===== config.mk =====
export PLATFORM = sky130hd
export DESIGN_NAME = seatbelt_chime_ctrl
export DESIGN_NICKNAME = d
export VERILOG_FILES = /design/src/rtl/seatbelt_chime_ctrl.sv
export SDC_FILE = /design/constraint.sdc
export NUM_CORES = 1
export LEC_CHECK = 0
export BUFFER_PORTS_ARGS = -buffer_cell sky130_fd_sc_hd__buf_2
export CORE_MARGIN = 2
export CORE_UTILIZATION = 50
export DETAILED_ROUTE_END_ITERATION = 12
export GPL_TIMING_DRIVEN = 0
export PLACE_DENSITY = 0.77
export SKIP_CTS_REPAIR_TIMING = 1
export SYNTH_ARGS = -nofsm -noshare
export SYNTH_HDL_FRONTEND = slang
export SYNTH_SLANG_ARGS = --single-unit

===== constraint.sdc =====
create_clock -name Clk -period 3.45 [get_ports Clk]
set_input_delay 0.5175 -clock Clk [delete_from_list [all_inputs] [get_ports Clk]]
set_output_delay 0.5175 -clock Clk [all_outputs]
set_load 0.1 [all_outputs]

===== src/rtl/seatbelt_chime_ctrl.sv =====
// Seat-belt warning sequencer: qualifies the violation, waits a grace period,
// then gates a bounded number of cadenced chimes before going silent.
module seatbelt_chime_ctrl #(
    parameter int unsigned GRACE_CYC  = 16,
    parameter int unsigned ON_CYC     = 4,
    parameter int unsigned OFF_CYC    = 4,
    parameter int unsigned MAX_CHIMES = 6,
    parameter int unsigned TMR_W      = 8,
    parameter int unsigned CNT_W      = 4
) (
    input  logic             Clk,
    input  logic             Reset,
    input  logic             DoorClose,
    input  logic             Ignition,
    input  logic             SeatBelt,
    output logic             Alarm,
    output logic             Warn,
    output logic [2:0]       State,
    output logic [CNT_W-1:0] ChimeCnt
);

    typedef enum logic [2:0] {
        IDLE      = 3'd0,
        GRACE     = 3'd1,
        CHIME_ON  = 3'd2,
        CHIME_OFF = 3'd3,
        SILENCED  = 3'd4
    } state_t;

    localparam logic [TMR_W-1:0] GRACE_LOAD = TMR_W'(GRACE_CYC - 1);
    localparam logic [TMR_W-1:0] ON_LOAD    = TMR_W'(ON_CYC - 1);
    localparam logic [TMR_W-1:0] OFF_LOAD   = TMR_W'(OFF_CYC - 1);
    localparam logic [CNT_W-1:0] CNT_MAX    = CNT_W'(MAX_CHIMES);

    state_t           st;
    logic [TMR_W-1:0] timer;
    logic             viol;

    assign viol  = Ignition & DoorClose & ~SeatBelt;
    assign State = st;

    // Alarm is registered alongside the state so it is high exactly in CHIME_ON.
    always_ff @(posedge Clk or posedge Reset) begin
        if (Reset) begin
            st       <= IDLE;
            timer    <= '0;
            ChimeCnt <= '0;
            Alarm    <= 1'b0;
            Warn     <= 1'b0;
        end else begin
            Warn  <= Ignition & ~SeatBelt;
            Alarm <= 1'b0;
            case (st)
                IDLE: begin
                    if (viol) begin
                        st       <= GRACE;
                        timer    <= GRACE_LOAD;
                        ChimeCnt <= '0;
                    end
                end
                GRACE, CHIME_OFF: begin
                    if (!viol) begin
                        st <= IDLE;
                    end else if (timer == '0) begin
                        st       <= CHIME_ON;
                        timer    <= ON_LOAD;
                        ChimeCnt <= ChimeCnt + CNT_W'(1);
                        Alarm    <= 1'b1;
                    end else begin
                        timer <= timer - TMR_W'(1);
                    end
                end
                CHIME_ON: begin
                    if (!viol) begin
                        st <= IDLE;
                    end else if (timer == '0) begin
                        if (ChimeCnt == CNT_MAX) begin
                            st <= SILENCED;
                        end else begin
                            st    <= CHIME_OFF;
                            timer <= OFF_LOAD;
                        end
                    end else begin
                        timer <= timer - TMR_W'(1);
                        Alarm <= 1'b1;
                    end
                end
                SILENCED: begin
                    if (!viol) st <= IDLE;
                end
                // Corrupted state codes recover to IDLE.
                default: st <= IDLE;
            endcase
        end
    end

endmodule


# ---- Yosys cells after proc, flatten, opt, wreduce, memory -nomap -nowiden
# Index checks and enable logic that the tools add are counted.
dict set report word_totals {
  mem_bits_ro 0
  memories 0
  mem_bits_rw 0
  latch_bits 0
  output_inout_bits 9
  regBits 17
  inputBits 5
  elab_cells 56
}
dict set report classes {
  muxes 24
  n_div 0
  shift 0
  multipliers 0
  n_bitwise 4
  n_eq_ne 13
  magnitude_cmp 0
  reduce_logical 8
  addsub 2
}
# operator n
set ops {}
lappend ops {{2-to-1 mux 8 bit} 6}
lappend ops {{case mux 8 bit (3 select lines)} 1}
lappend ops {{2-to-1 mux 3 bit} 7}
lappend ops {{2-to-1 mux 4 bit} 3}
lappend ops {{case mux 3 bit (4 select lines)} 1}
lappend ops {{inequality test 2 bit, second input constant} 5}
lappend ops {{inequality test 3 bit, second input constant} 3}
lappend ops {{logical NOT 8 bit} 1}
lappend ops {{case mux 4 bit (2 select lines)} 1}
lappend ops {{AND reduction 4 bit} 2}
lappend ops {{subtractor 8 x 1 -> 8 bit, second input constant} 1}
lappend ops {{== test 3 x 2 -> 1 bit, second input constant} 2}
lappend ops {{AND reduction 5 bit} 1}
lappend ops {{adder 4 x 1 -> 4 bit, second input constant} 1}
lappend ops {{== test 4 x 3 -> 1 bit, second input constant} 1}
lappend ops {{2-to-1 mux 1 bit} 4}
lappend ops {{bitwise AND 1 bit} 3}
lappend ops {{== test 3 x 1 -> 1 bit, second input constant} 1}
lappend ops {{== test 3 bit, second input constant} 1}
lappend ops {{logical NOT 3 bit} 1}
lappend ops {{nonzero test 3 bit} 1}
lappend ops {{case mux 1 bit (2 select lines)} 1}
lappend ops {{nonzero test 2 bit} 1}
lappend ops {{OR reduction 2 bit} 1}
lappend ops {{inverter 1 bit} 1}

# ---- Longest topological paths before layout
# Gate-level depths: netlist of the first run.
dict set report depth {
  depth_word 5
  mapped_depth 7
  ltp_nobuf 6
}

# ---- Least setup slack after synthesis of the first run
# Ideal clock, no wire load.
dict set report synth_timing {
  path_type {reg2reg}
  start {register ChimeCnt[1]}
  end {register timer[2]}
  setup_ns 0.125
  path_slack_ns 1.366
  required_time_ns 3.325
  arrival_ns 1.960
  period_less_slack_ns 2.084
  path_stages_with_launch 6
  path_cell_list {dfrtp_1 > ha_1 > and3b_1 > a32o_1 > a31oi_1 > o31a_1}
}
dict set report synth_between {
  elab_chain_cells 3
}
# item line
set synth_lines {}
lappend synth_lines {{start, declared} 19} ;# output logic [CNT_W-1:0] ChimeCnt
lappend synth_lines {{start signal, assigned} 67} ;# ChimeCnt <= ChimeCnt + CNT_W'(1);
lappend synth_lines {{== test 4 x 3 -> 1 bit} 77} ;# if (ChimeCnt == CNT_MAX) begin
lappend synth_lines {{inequality test 3 bit (no line)} n/a}
lappend synth_lines {{AND reduction 5 bit (no line)} n/a}
lappend synth_lines {{end signal, assigned} 70} ;# timer <= timer - TMR_W'(1);
lappend synth_lines {{end signal, assigned} 84} ;# timer <= timer - TMR_W'(1);
lappend synth_lines {{end, declared} 36} ;# logic [TMR_W-1:0] timer;
# No other way between the ends.
# A chain may end at the register's enable or synchronous reset.

# ---- Worst setup path after layout of the first run
dict set report layout_timing {
  start {register st[1] (netlist: State[1])}
  end {output State[1]}
}
# item line
set layout_lines {}
lappend layout_lines {{start, declared} 35} ;# state_t st;
lappend layout_lines {{start signal, assigned} 45} ;# st <= IDLE;
lappend layout_lines {{start signal, assigned} 56} ;# st <= GRACE;
lappend layout_lines {{start signal, assigned} 63} ;# st <= IDLE;
lappend layout_lines {{end, declared} 18} ;# output logic [2:0] State,
# No word-level cell between the ends.

==> results of run 1 <==
power by group:
part	total [uW]	switching (uW)	leakage, uW	internal (uW)
sequential	234	20.6	0.000218	213
combinational	59.7	38.0	0.000345	21.7
clock	105	60.2	0.0000150	45.0
per-layer routing:
metal	global-route usage	vias to the layer above
met5	0	-
met4	0.0694	0
met3	0.0545	7
met2	0.302	26
met1	0.227	443
li1	-	435
through the flow:
stage	setup slack, ns	total power (uW)	hold WS, ns
floorplan	1.37	282	0.444
global placement	1.75	295	0.502
detailed placement	1.70	298	0.513
CTS	1.62	402	0.319
global route	1.57	420	0.366
finish	1.62	399	0.286
cell type report:
class	count	area, um^2	area share
Multi-Input combinational cell	84	569	0.487
Sequential cell	17	425	0.364
Timing Repair Buffer	13	65.1	0.0557
Tap cell	27	33.8	0.0289
Clock buffer	4	26.3	0.0225
Inverter	7	26.3	0.0225
Buffer	2	22.5	0.0193
registers in the layout, indices dropped and copies added, names as in the netlist:
register	cells
Alarm	1
ChimeCnt	4
State	3
Warn	1
timer	8
worst reg2reg max path: cells and delay by family (launching register included):
kind            cells  cell delay [ns]
simple gates        2             0.62
flops               1             0.41
fa+ha+maj           1             0.25
buf+inv             1             0.11
compound gates      2             0.28
layout by cell type, fill, tap and decap left out, drive strengths merged:
master,instances
clkbuf,4
o31ai,2
a311oi,1
o31a,1
nor2b,3
o21bai,2
o41ai,1
and4bb,1
nand2b,5
or3b,1
buf,15
nand3b,1
nor3,3
a41oi,1
nand4,2
mux2i,4
a31oi,3
nor4,2
o21ai,7
a21oi,4
dfrtp,17
nand2,11
inv,7
nand3,6
a32o,1
a211oi,1
and3,3
nand4b,1
nor2,9
ha,4
a31o,2
and3b,2
how the worst min path moves through the flow:
| stage | start | endpoint |
|---|---|---|
| 6_report | Reset | State[2] |
| 5_1_grt | Reset | State[2] |
| 4_1_cts | Reset | State[2] |
| 3_5_place_dp | timer[0] | timer[0] |
| 3_3_place_gp | timer[0] | timer[0] |
| 2_1_floorplan | Reset | Alarm |
kinds of logic after synthesis:
kind of cell	synth area share
adder cells (fa/ha/maj)	0.0480
multiplexers	0.0384
buffers and inverters	0.0468
AND/OR/NAND/NOR	0.288
flip-flops	0.408
AO/OA/AOI/OAI	0.171
==> metrics.md, run 1 <==
| Metric | Value |
|---|---|
| Setup_tns | `0 ns` |
| Synth warnings | `0` |
| Kind of critical path | `flip-flop to primary output` |
| Worst-Skew Late Latency | `~0.29 ns` |
| Rows | `16` |
| Die area | `0.00247 mm^2` |
| R2R setup slack | `1.69 ns` |
| Slowest-stage cell, CP | `dfrtp_1` |
| Slew Viols, Final | `0` |
| Worst Skew | `0.00827 ns` |
| Port Buf Inserts | `13` |
| FF-to-FF path depth | `6` |
| Drt first pass iters | `4` |
| Fmax | `546 MHz` |
| Hold Vio Cnt, Final | `0` |
| Most common cell in the synthesized netlist | `dfrtp_1` |
| Worst path cell trace | `buf_2` |
| DR WL met2 | `about 1100 um` |
| Max Cap Viol | `0` |
| Fill cells | `188` |
| Top sig layer | `met4` |
| Setup crit start | `State[1]` |
| Area contributors post-synth | `dfrtp_1, ha_1, nand2_1` |
| Dpl cells | `150` |
| Drt total wl | `between 2000 and 2500 um` |
| Worst-margin pin slew | `about 0.63 ns` |
| Buf/Inv on CP | `1` |
| Clock slew at reported path FFs | `roughly 0.1 ns` |
| Clk buf depth | `2` |
| CP arrival | `1.31 ns` |
| Final net count | `approximately 140` |
| WL met1 | `958 um` |
| Initial DRC count | `29` |
| Synth Flop Type | `dfrtp_1` |
| Vias | `911` |
| CP Depth | `1` |
| Tightest Hold Check Type | `input port to async pin` |
| Root Buffer | `clkbuf_4` |
| WL met3 | `103 um` |
| Largest net degree at the start of global routing | `18` |
| Post-Synthesis Mean Instance Area | `approximately 9.5 um^2` |
| DIE WIDTH | `49.7 um` |
| WL/cell | `14.2 um` |
| Async S/R FF share, synth | `1.00` |
| Core box area | `0.00196 mm^2` |
| Final setup fails | `0` |
| Clk sinks | `17` |
| First-pass GRT wire length | `3420 um` |
| Layout Cells excl Fill | `roughly 150` |
| CTS tree | `built` |
| Area share of the largest cell type after synthesis | `0.408` |
| Cell Area, Placed | `0.00114 mm^2` |
| Antenna-violating nets left | `0` |
| Power Dens Cells | `roughly 340 mW/mm^2` |
| Layout cell share with drive strength beyond 1 | `0.189` |
| Sequential area share after synthesis | `0.408` |
| Delay-heaviest family, CP | `flip-flops` |
| Most frequent cells after synthesis | `dfrtp_1, nand2_1, nor2_1` |
| Seq cells post-synth | `17` |
| CP Capture Type | `primary output` |
| Post-route DRC | `0` |
| Finished layout cell area | `between 0.001 and 0.0015 mm^2` |
| Count of flip-flops with a built-in enable after synthesis | `0` |
| Area delta synth->final | `12.0%` |
| Worst-path fanout max | `9` |
| R2R Path Start | `timer[0]` |
| GRT overflow | `0` |
| Status | `finished, final reports clean` |
| H-tree depth reported by CTS | `1` |
| Placer congestion estimate | `between 0.8 and 0.9` |
| I/O pins | `14` |
| Crit path capture | `State[1]` |
| Unique masters post-synth | `33` |
| Synthesized Nets | `119` |
| Synth area leader | `dfrtp_1` |
| RR Endpoint | `timer[4]` |
| Startpoint types | `flip-flop` |
| Via density | `around 5.9` |
| TritonCTS buffer count | `3` |
| Critical Path Max Stage Delay | `roughly 0.53 ns` |
| Fin crit share | `0.531` |
| Post-Syn Area | `0.00104 mm^2` |
| Leakage | `about 0.00058 uW` |
| Relative slew slack | `0.580` |
| Fin crit period | `1.83 ns` |
| Final core occ | `0.596` |
| Cells after synthesis | `110` |
| Number of diodes | `0` |
| CP required | `2.93 ns` |
| GRT Util Overall | `0.184` |
| Die Ht | `49.7 um` |
| Worst vdd ir | `329 uV` |
| Post-detail-place hpwl | `1630 um` |
| Vias in the first global route | `790` |
| Initial Util | `0.532` |
| Initial antenna violation count | `0` |
| RSZ-0062 raised after global routing | `no` |
(Power assumes the default switching activity.)
==> run 2, diff against run 1 <==
clock period = 1.8 ns   (was 3.45 ns; I/O delays follow)
==> run 2 against run 1 <==
  * Via count grew 0.22%
  * Die area is the same
  * Utilization grew 1.8 points
  * Largest power group unchanged
  * Register-to-register slack lost 1.6 ns
  * Clock-buffer cell count is the same
  * Clock power grew 100%
  * Flip-flop and latch count is the same
  * First-iteration DRC count grew 38%
==> metrics.md, run 2 (synthesis results as in run 1) <==
| Metric | Value |
|---|---|
| Status | `finished, final reports clean` |
| Dpl cells | `150` |
| Tightest Hold Check Type | `input port to async pin` |
| Final net count | `between 100 and 150` |
| CP arrival | `1.92 ns` |
| Worst-Skew Late Latency | `0.30 ns` |
| Worst path cell trace | `inv_1 > ha_2 > or3b_2 > nor3_2 > a21oi_1 > o31ai_1` |
| Post-route DRC | `0` |
| Number of diodes | `0` |
| Fin crit share | `0.951` |
| Kind of critical path | `flip-flop to flip-flop` |
| WL/cell | `approximately 15 um` |
| Initial antenna violation count | `0` |
| CP Capture Type | `flip-flop` |
| I/O pins | `14` |
| Slowest-stage cell, CP | `or3b_2` |
| Most common cell after layout, fill and taps aside | `buf_2` |
| Leakage | `0.000567 uW` |
| Root Buffer | `clkbuf_4` |
| Post-detail-place hpwl | `1730 um` |
| Clk buf depth | `2` |
| Worst slack, placed | `0.0520 ns` |
| Worst-margin pin slew | `approximately 0.67 ns` |
| Drt total wl | `2390 um` |
| CP required | `2.01 ns` |
| Finished layout cell area | `0.00120 mm^2` |
| Worst-path fanout max | `5` |
| Worst vdd ir | `508 uV` |
| Layout Cells excl Fill | `around 150` |
| Clk sinks | `17` |
| TritonCTS buffer count | `3` |
| Fmax | `~600 MHz` |
| CTS tree | `built` |
| Register bank with the most flops | `timer` |
| Largest net degree at the start of global routing | `18` |
| Placer congestion estimate | `between 0.7 and 0.8` |
| Initial Util | `0.532` |
| Hold Vio Cnt, Final | `0` |
| H-tree depth reported by CTS | `1` |
| Fin crit period | `1.71 ns` |
| DIE WIDTH | `49.7 um` |
| Clock slew at reported path FFs | `0.10 ns` |
| Fill cells | `190` |
| Vias | `913` |
| Cell Area, Placed | `~0.0011 mm^2` |
| Worst Skew | `0.00567 ns` |
| Area delta synth->final | `15.3%` |
| Core box area | `0.00196 mm^2` |
| First-pass GRT wire length | `~4100 um` |
| Max Cap Viol | `0` |
| GRT overflow | `0` |
| Total Power | `between 700 and 800 uW` |
| Via density | `5.93` |
| Relative slew slack | `0.553` |
| Die area | `around 0.0025 mm^2` |
| Vias in the first global route | `871` |
| Critical Path Max Stage Delay | `0.48 ns` |
| Final setup fails | `0` |
| Slew Viols, Final | `0` |
| Setup_tns | `0 ns` |
| Startpoint types | `flip-flop` |
| Delay-heaviest family, CP | `simple AND/OR/NAND/NOR gates` |
| Max reg flops | `8` |
| Port Buf Inserts | `13` |
| Setup ws final | `~0.088 ns` |
| Drt first pass iters | `4` |
| Most frequent cells in the layout | `buf_2, dfrtp_1, nand2_1, nor2_1` |
| Antenna-violating nets left | `0` |
| Power Dens Cells | `653 mW/mm^2` |
| Layout cell share with drive strength beyond 1 | `0.276` |
| Die Ht | `49.7 um` |
| Rows | `16` |
| Initial DRC count | `40` |
| GRT Util Overall | `0.220` |
| Buf/Inv on CP | `1` |
[run 2: cell counts in the layout (fill, tap and decap cells not counted)]
Identical to the previous run, type by type.
[run 2: worst paths after layout]
check,startpoint,endpoint,slack [ns],cells past startpoint
max reg2reg,timer[0],timer[4],0.09,6
max,timer[0],timer[4],0.09,6
min,Reset,ChimeCnt[3],0.05,2
max in group asynchronous,Reset,State[1],1.28,2
min reg2reg,State[0],State[2],0.54,1
min in group Clk,SeatBelt,Warn,0.16,2
[run 2: per-stage QoR]
stage	hold WS (ns)	utilization
CTS	0.0768	0.599
finish	0.0500	0.614
global route	0.122	0.614
global placement	0.396	0.586
floorplan	0.196	-
detailed placement	0.395	0.586
[run 2: layer usage]
metal / GRT usage / vias to the layer above / routed length [um]
met5: 0 / - / 0
met2: 0.367 / 25 / 1230
met4: 0.0602 / 0 / 35
li1: - / 434 / -
met1: 0.294 / 450 / 1000
met3: 0.0364 / 4 / 114
[run 2: where the power goes]
part	internal, uW	switching (uW)	leakage, uW
registers	409	48.5	0.000208
logic	42.8	75.9	0.000343
clock network	86.3	124	0.0000150
total	538	248	0.000567
[run 2: final cells by class]
class / count / area (um^2) / area share
Sequential cell: 17 / 433 / 0.360
Inverter: 7 / 26.3 / 0.0218
Buffer: 2 / 22.5 / 0.0187
Timing Repair Buffer: 13 / 65.1 / 0.0541
Clock buffer: 4 / 26.3 / 0.0218
Multi-Input combinational cell: 84 / 597 / 0.496
Tap cell: 27 / 33.8 / 0.0281
[run 2: worst reg2reg max path, delay by kind of cell, from the launching register on]
family | cells | cell delay, ns
flip-flops | 1 | 0.43
AND/OR/NAND/NOR | 2 | 0.60
buffers and inverters | 1 | 0.12
AO/OA/AOI/OAI | 2 | 0.25
adder cells (fa/ha/maj) | 1 | 0.23
